<file path="src/rtl/param_not_pipe.sv">
// param_not_pipe: elastic STAGES-deep pipeline that passes, inverts or mask-inverts each word.
// Sticky error on illegal mode, wrapping delivered-transaction counter.
`default_nettype none
`timescale 1ns/1ps

module param_not_pipe #(
  parameter int WIDTH  = 8,
  parameter int STAGES = 2,
  parameter int CNT_W  = 16
) (
  input  logic             clk,
  input  logic             rst_n,
  input  logic             in_valid,
  output logic             in_ready,
  input  logic [WIDTH-1:0] in_data,
  input  logic [1:0]       in_mode,
  input  logic [WIDTH-1:0] in_mask,
  output logic             out_valid,
  input  logic             out_ready,
  output logic [WIDTH-1:0] out_data,
  output logic             err,
  output logic [CNT_W-1:0] txn_cnt
);

  logic [STAGES-1:0] valid_q, valid_d, adv;
  logic [WIDTH-1:0]  data_q [STAGES];
  logic [WIDTH-1:0]  data_d [STAGES];
  logic              run_q;
  logic              err_q, err_d;
  logic [CNT_W-1:0]  cnt_q, cnt_d;
  logic              accept;
  logic              deliver;
  logic [WIDTH-1:0]  result;
  logic              full_above;

  always_comb begin
    result = ~in_data;
    case (in_mode)
      2'b00:   result = in_data;
      2'b01:   result = ~in_data;
      2'b10:   result = in_data ^ in_mask;
      default: result = ~in_data;
    endcase
  end

  // A stage moves forward if any later stage is empty (the gap closes) or the
  // whole tail is full and the output is being consumed.
  always_comb begin
    adv        = '0;
    full_above = 1'b1;
    for (int k = STAGES - 1; k >= 0; k--) begin
      adv[k]     = valid_q[k] & (out_ready | ~full_above);
      full_above = full_above & valid_q[k];
    end
  end

  assign in_ready = run_q & (~valid_q[0] | adv[0]);
  assign accept   = in_valid & in_ready;
  assign deliver  = valid_q[STAGES-1] & out_ready;

  always_comb begin
    valid_d = valid_q;
    data_d  = data_q;
    if (accept) begin
      valid_d[0] = 1'b1;
      data_d[0]  = result;
    end else if (adv[0]) begin
      valid_d[0] = 1'b0;
    end
    for (int k = 1; k < STAGES; k++) begin
      if (adv[k-1]) begin
        valid_d[k] = 1'b1;
        data_d[k]  = data_q[k-1];
      end else if (adv[k]) begin
        valid_d[k] = 1'b0;
      end
    end
    err_d = err_q | (accept & (in_mode == 2'b11));
    cnt_d = deliver ? cnt_q + CNT_W'(1) : cnt_q;
  end

  // run_q keeps in_ready low until the first clock edge after reset release.
  always_ff @(posedge clk or negedge rst_n) begin
    if (!rst_n) begin
      valid_q <= '0;
      run_q   <= 1'b0;
      err_q   <= 1'b0;
      cnt_q   <= '0;
      for (int k = 0; k < STAGES; k++) data_q[k] <= '0;
    end else begin
      valid_q <= valid_d;
      run_q   <= 1'b1;
      err_q   <= err_d;
      cnt_q   <= cnt_d;
      for (int k = 0; k < STAGES; k++) data_q[k] <= data_d[k];
    end
  end

  assign out_valid = valid_q[STAGES-1];
  assign out_data  = data_q[STAGES-1];
  assign err       = err_q;
  assign txn_cnt   = cnt_q;

endmodule

`default_nettype wire

</file>
<file path="config.mk">
export PLATFORM = sky130hd
export DESIGN_NAME = param_not_pipe
export DESIGN_NICKNAME = d
export VERILOG_FILES = /design/src/rtl/param_not_pipe.sv
export SDC_FILE = /design/constraint.sdc
export NUM_CORES = 1
export LEC_CHECK = 0
export ABC_AREA = 0
export BUFFER_PORTS_ARGS = -buffer_cell sky130_fd_sc_hd__buf_2
export CAP_MARGIN = 10
export CORE_AREA = 2 2 76 93
export CTS_BUF_LIST = sky130_fd_sc_hd__clkbuf_8
export DETAILED_ROUTE_END_ITERATION = 8
export DIE_AREA = 0 0 78 95
export HOLD_SLACK_MARGIN = 0.02
export SKIP_CTS_REPAIR_TIMING = 1
export SLEW_MARGIN = 20
export SYNTH_ARGS = -nofsm -noshare
export SYNTH_HDL_FRONTEND = slang
export SYNTH_SLANG_ARGS = --single-unit
</file>
<file path="constraint.sdc">
create_clock -name clk -period 3.3 [get_ports clk]
set_clock_uncertainty 0.1 [all_clocks]
set_input_delay 0.33 -clock clk [delete_from_list [all_inputs] [get_ports clk]]
set_output_delay 0.33 -clock clk [all_outputs]
set_load 0.02 [all_outputs]
</file>
==> results.txt <==
max-cap violations -> 0
mean area per synthesized cell -> 11.6 um2
share of Yosys cell area claimed by the top area cell type -> 56.6%
total power per unit cell area -> 662 nW/um2
cell at the root of the clock tree -> sky130_fd_sc_hd__clkbuf_8
post-route worst setup slack -> 1.63 ns
setup repair after global routing missed its margin -> no
top library cells by usage in the layout, fill and taps aside -> 48 x sky130_fd_sc_hd__buf_2, 36 x sky130_fd_sc_hd__dfrtp_1, 16 x sky130_fd_sc_hd__nand2_1, 12 x sky130_fd_sc_hd__xor2_1, 11 x sky130_fd_sc_hd__xnor2_1
fill cell count -> 723
final net count -> 204
maximum vdd ir drop -> 0.396 mV
critical path's top delay family -> flip-flops
largest net degree at the start of global routing -> 37
critical path capture point type -> output port
share of the cycle needed by the critical path after routing -> 50.5%
PnR Total Power -> 1.32 mW
arrival time of the worst setup path -> 1.24 ns
Routability Congestion -> 0.692
number of distinct library cells after synthesis -> 26
Final HPWL DP -> 2430 um
number of clock sinks -> 36
status -> finished clean
length of the first detailed-routing pass in iterations -> 4
slowest cell delay on critical path -> 0.45 ns
max-slew violation count -> 0
die outline width -> 78 um
FF+latch area -> 901 um2
y dimension of the die -> 95 um
post-route cell area -> 2000 um2
Max Fclk -> 0.600 GHz
CTS Buf Count -> 5
area growth from synthesis to layout -> 25.3%
non-filler instance count after layout -> 269
Final TNS setup -> 0 ns
all-layer global routing usage -> 8.86%
sequential cell area fraction in the yosys report -> 56.6%
maximum fanout encountered on the critical timing path -> 6
minimum clock period after layout -> 1.67 ns
final standard cell utilization of the core -> 30.2%
required time reported for the critical path endpoint -> 2.87 ns
ANT nets after route -> 0
register clock-pin slew on the reported worst setup and hold paths -> 0.07 ns
clock latency on the worst-skew pair -> 0.28 ns
final setup violation count -> 0
drt via density -> 4.09
hold violation count in the final report -> 0
count of routing violations after the opening detailed-route iteration -> 33
ant diodes -> 0
footprint of the multi-input gates -> 616 um2
Net Count, Synth -> 160
Static Leakage -> 0.979 nW
routed len/inst -> 11.8 um
synth top area cells -> sky130_fd_sc_hd__dfrtp_1 57%, sky130_fd_sc_hd__xor2_1 6.6%, sky130_fd_sc_hd__mux2_2 6.4%, sky130_fd_sc_hd__xnor2_1 6.0%, sky130_fd_sc_hd__buf_4 3.8%
Placement Rows -> 33
number of antenna violations at the first check in global routing -> 0
final WL -> 3160 um
TritonCTS clock tree -> yes
post-synthesis cell count -> 137
cell type of the slowest stage on the worst timing path -> sky130_fd_sc_hd__dfrtp_1
Top-Level Pins -> 49
total number of H-tree levels -> 2
cell-by-cell trace of the critical path -> nand3b_1 > and2_1 > buf_2
library cell with the largest summed area after synthesis -> sky130_fd_sc_hd__dfrtp_1
Buffers & Inverters on Critical Path -> 1
cell area after placement -> 1870 um2
Relative slew margins -> 46.0%
first-pass GRT wire length -> 5090 um
cell area after synthesis -> 1590 um2
Core Footprint -> 6610 um2
deepest clock path buffer count -> 2
total of warnings raised by yosys -> 0
Tightest Hold Check Type -> in2async
worst setup slack before clock tree synthesis -> 1.68 ns
initial standard-cell utilization of the core -> 24.1%
count of port buffers added during placement -> 48
vias after detailed routing -> 1099
hold slack final -> 0.0407 ns
post-placement cell count -> 261
DRC -> 0
commonest non-fill, non-tap cell in the layout -> sky130_fd_sc_hd__buf_2
fraction of layout cells with a size suffix above 1 -> 37.9%
Synth Register Bits -> 36
via count of the first global-routing pass -> 1088
DIE AREA -> 7410 um2
transition time at the pin with the least slew margin -> 0.811 ns
global route total overflow -> 0
kind of start point of the critical path -> flip-flop
Worst Setup Path Type -> reg2out
==> routing by layer <==
layer | vias to the layer above | routed length (um) | global-route usage (%)
li1 | 541 | - | -
met1 | 531 | 1340 | 10.1
met2 | 23 | 1650 | 15.4
met3 | 4 | 130 | 2.68
met4 | 0 | 48 | 3.95
met5 | - | 0 | 0
==> report_power, final <==
group          internal [mW]  switching, mW  leakage, nW
logic                  0.126          0.182        0.456
registers              0.527         0.0674        0.459
clock network          0.267          0.151       0.0645
total                  0.920          0.400        0.979
==> sequential cells by signal, summed over array words and instances (netlist names) <==
register	flops
txn_cnt	16
data_q	8
out_data	8
valid_q	2
err	1
run_q	1
==> final timing paths <==
kind                                         start                 endpoint  slack, ns  depth (start not counted)
min in group clk                          in_valid            err$_DFF_PN0_       0.23                          2
hold / removal                               rst_n   data_q[14]$_DFFE_PN0P_       0.04                          1
max in group asynchronous                    rst_n   txn_cnt[8]$_DFFE_PN0P_       2.55                          1
hold reg to reg            txn_cnt[15]$_DFFE_PN0P_  txn_cnt[15]$_DFFE_PN0P_       0.37                          1
setup reg to reg            valid_q[1]$_DFFE_PN0P_    data_q[9]$_DFFE_PN0P_       1.73                          4
setup / recovery            valid_q[1]$_DFFE_PN0P_                 in_ready       1.63                          3
==> cell usage after synthesis, drive strengths merged <==
library cell / count
o21ai: 8
nand2b: 2
a41o: 1
nor2: 3
and4: 2
inv: 1
mux2: 9
nand2: 16
clkbuf: 2
xor2: 12
ha: 1
nand3b: 1
a21oi: 8
nand3: 6
and3: 1
and2: 1
conb: 1
buf: 9
or3: 1
nand4: 3
xnor2: 11
dfrtp: 36
nor3: 2
==> kinds of logic after synthesis <==
| logic type | synth area share (%) |
|---|---|
| buffers and inverters | 4.79 |
| XOR/XNOR | 12.6 |
| multiplexers | 6.36 |
| flip-flops | 56.6 |
| adder cells (fa/ha/maj) | 0.785 |
| AO/OA/AOI/OAI | 5.66 |
| AND/OR/NAND/NOR | 13.0 |
| other | 0.235 |
==> layout make-up <==
type	instances	area share, %
clock buffers	7	4.83
clock inverters	1	1.50
inverters	1	0.188
multi-input cells	89	30.8
flip-flops and latches	36	45.1
well taps	87	5.45
repair buffers	48	12.0
Power figures use the tool's default switching activity.
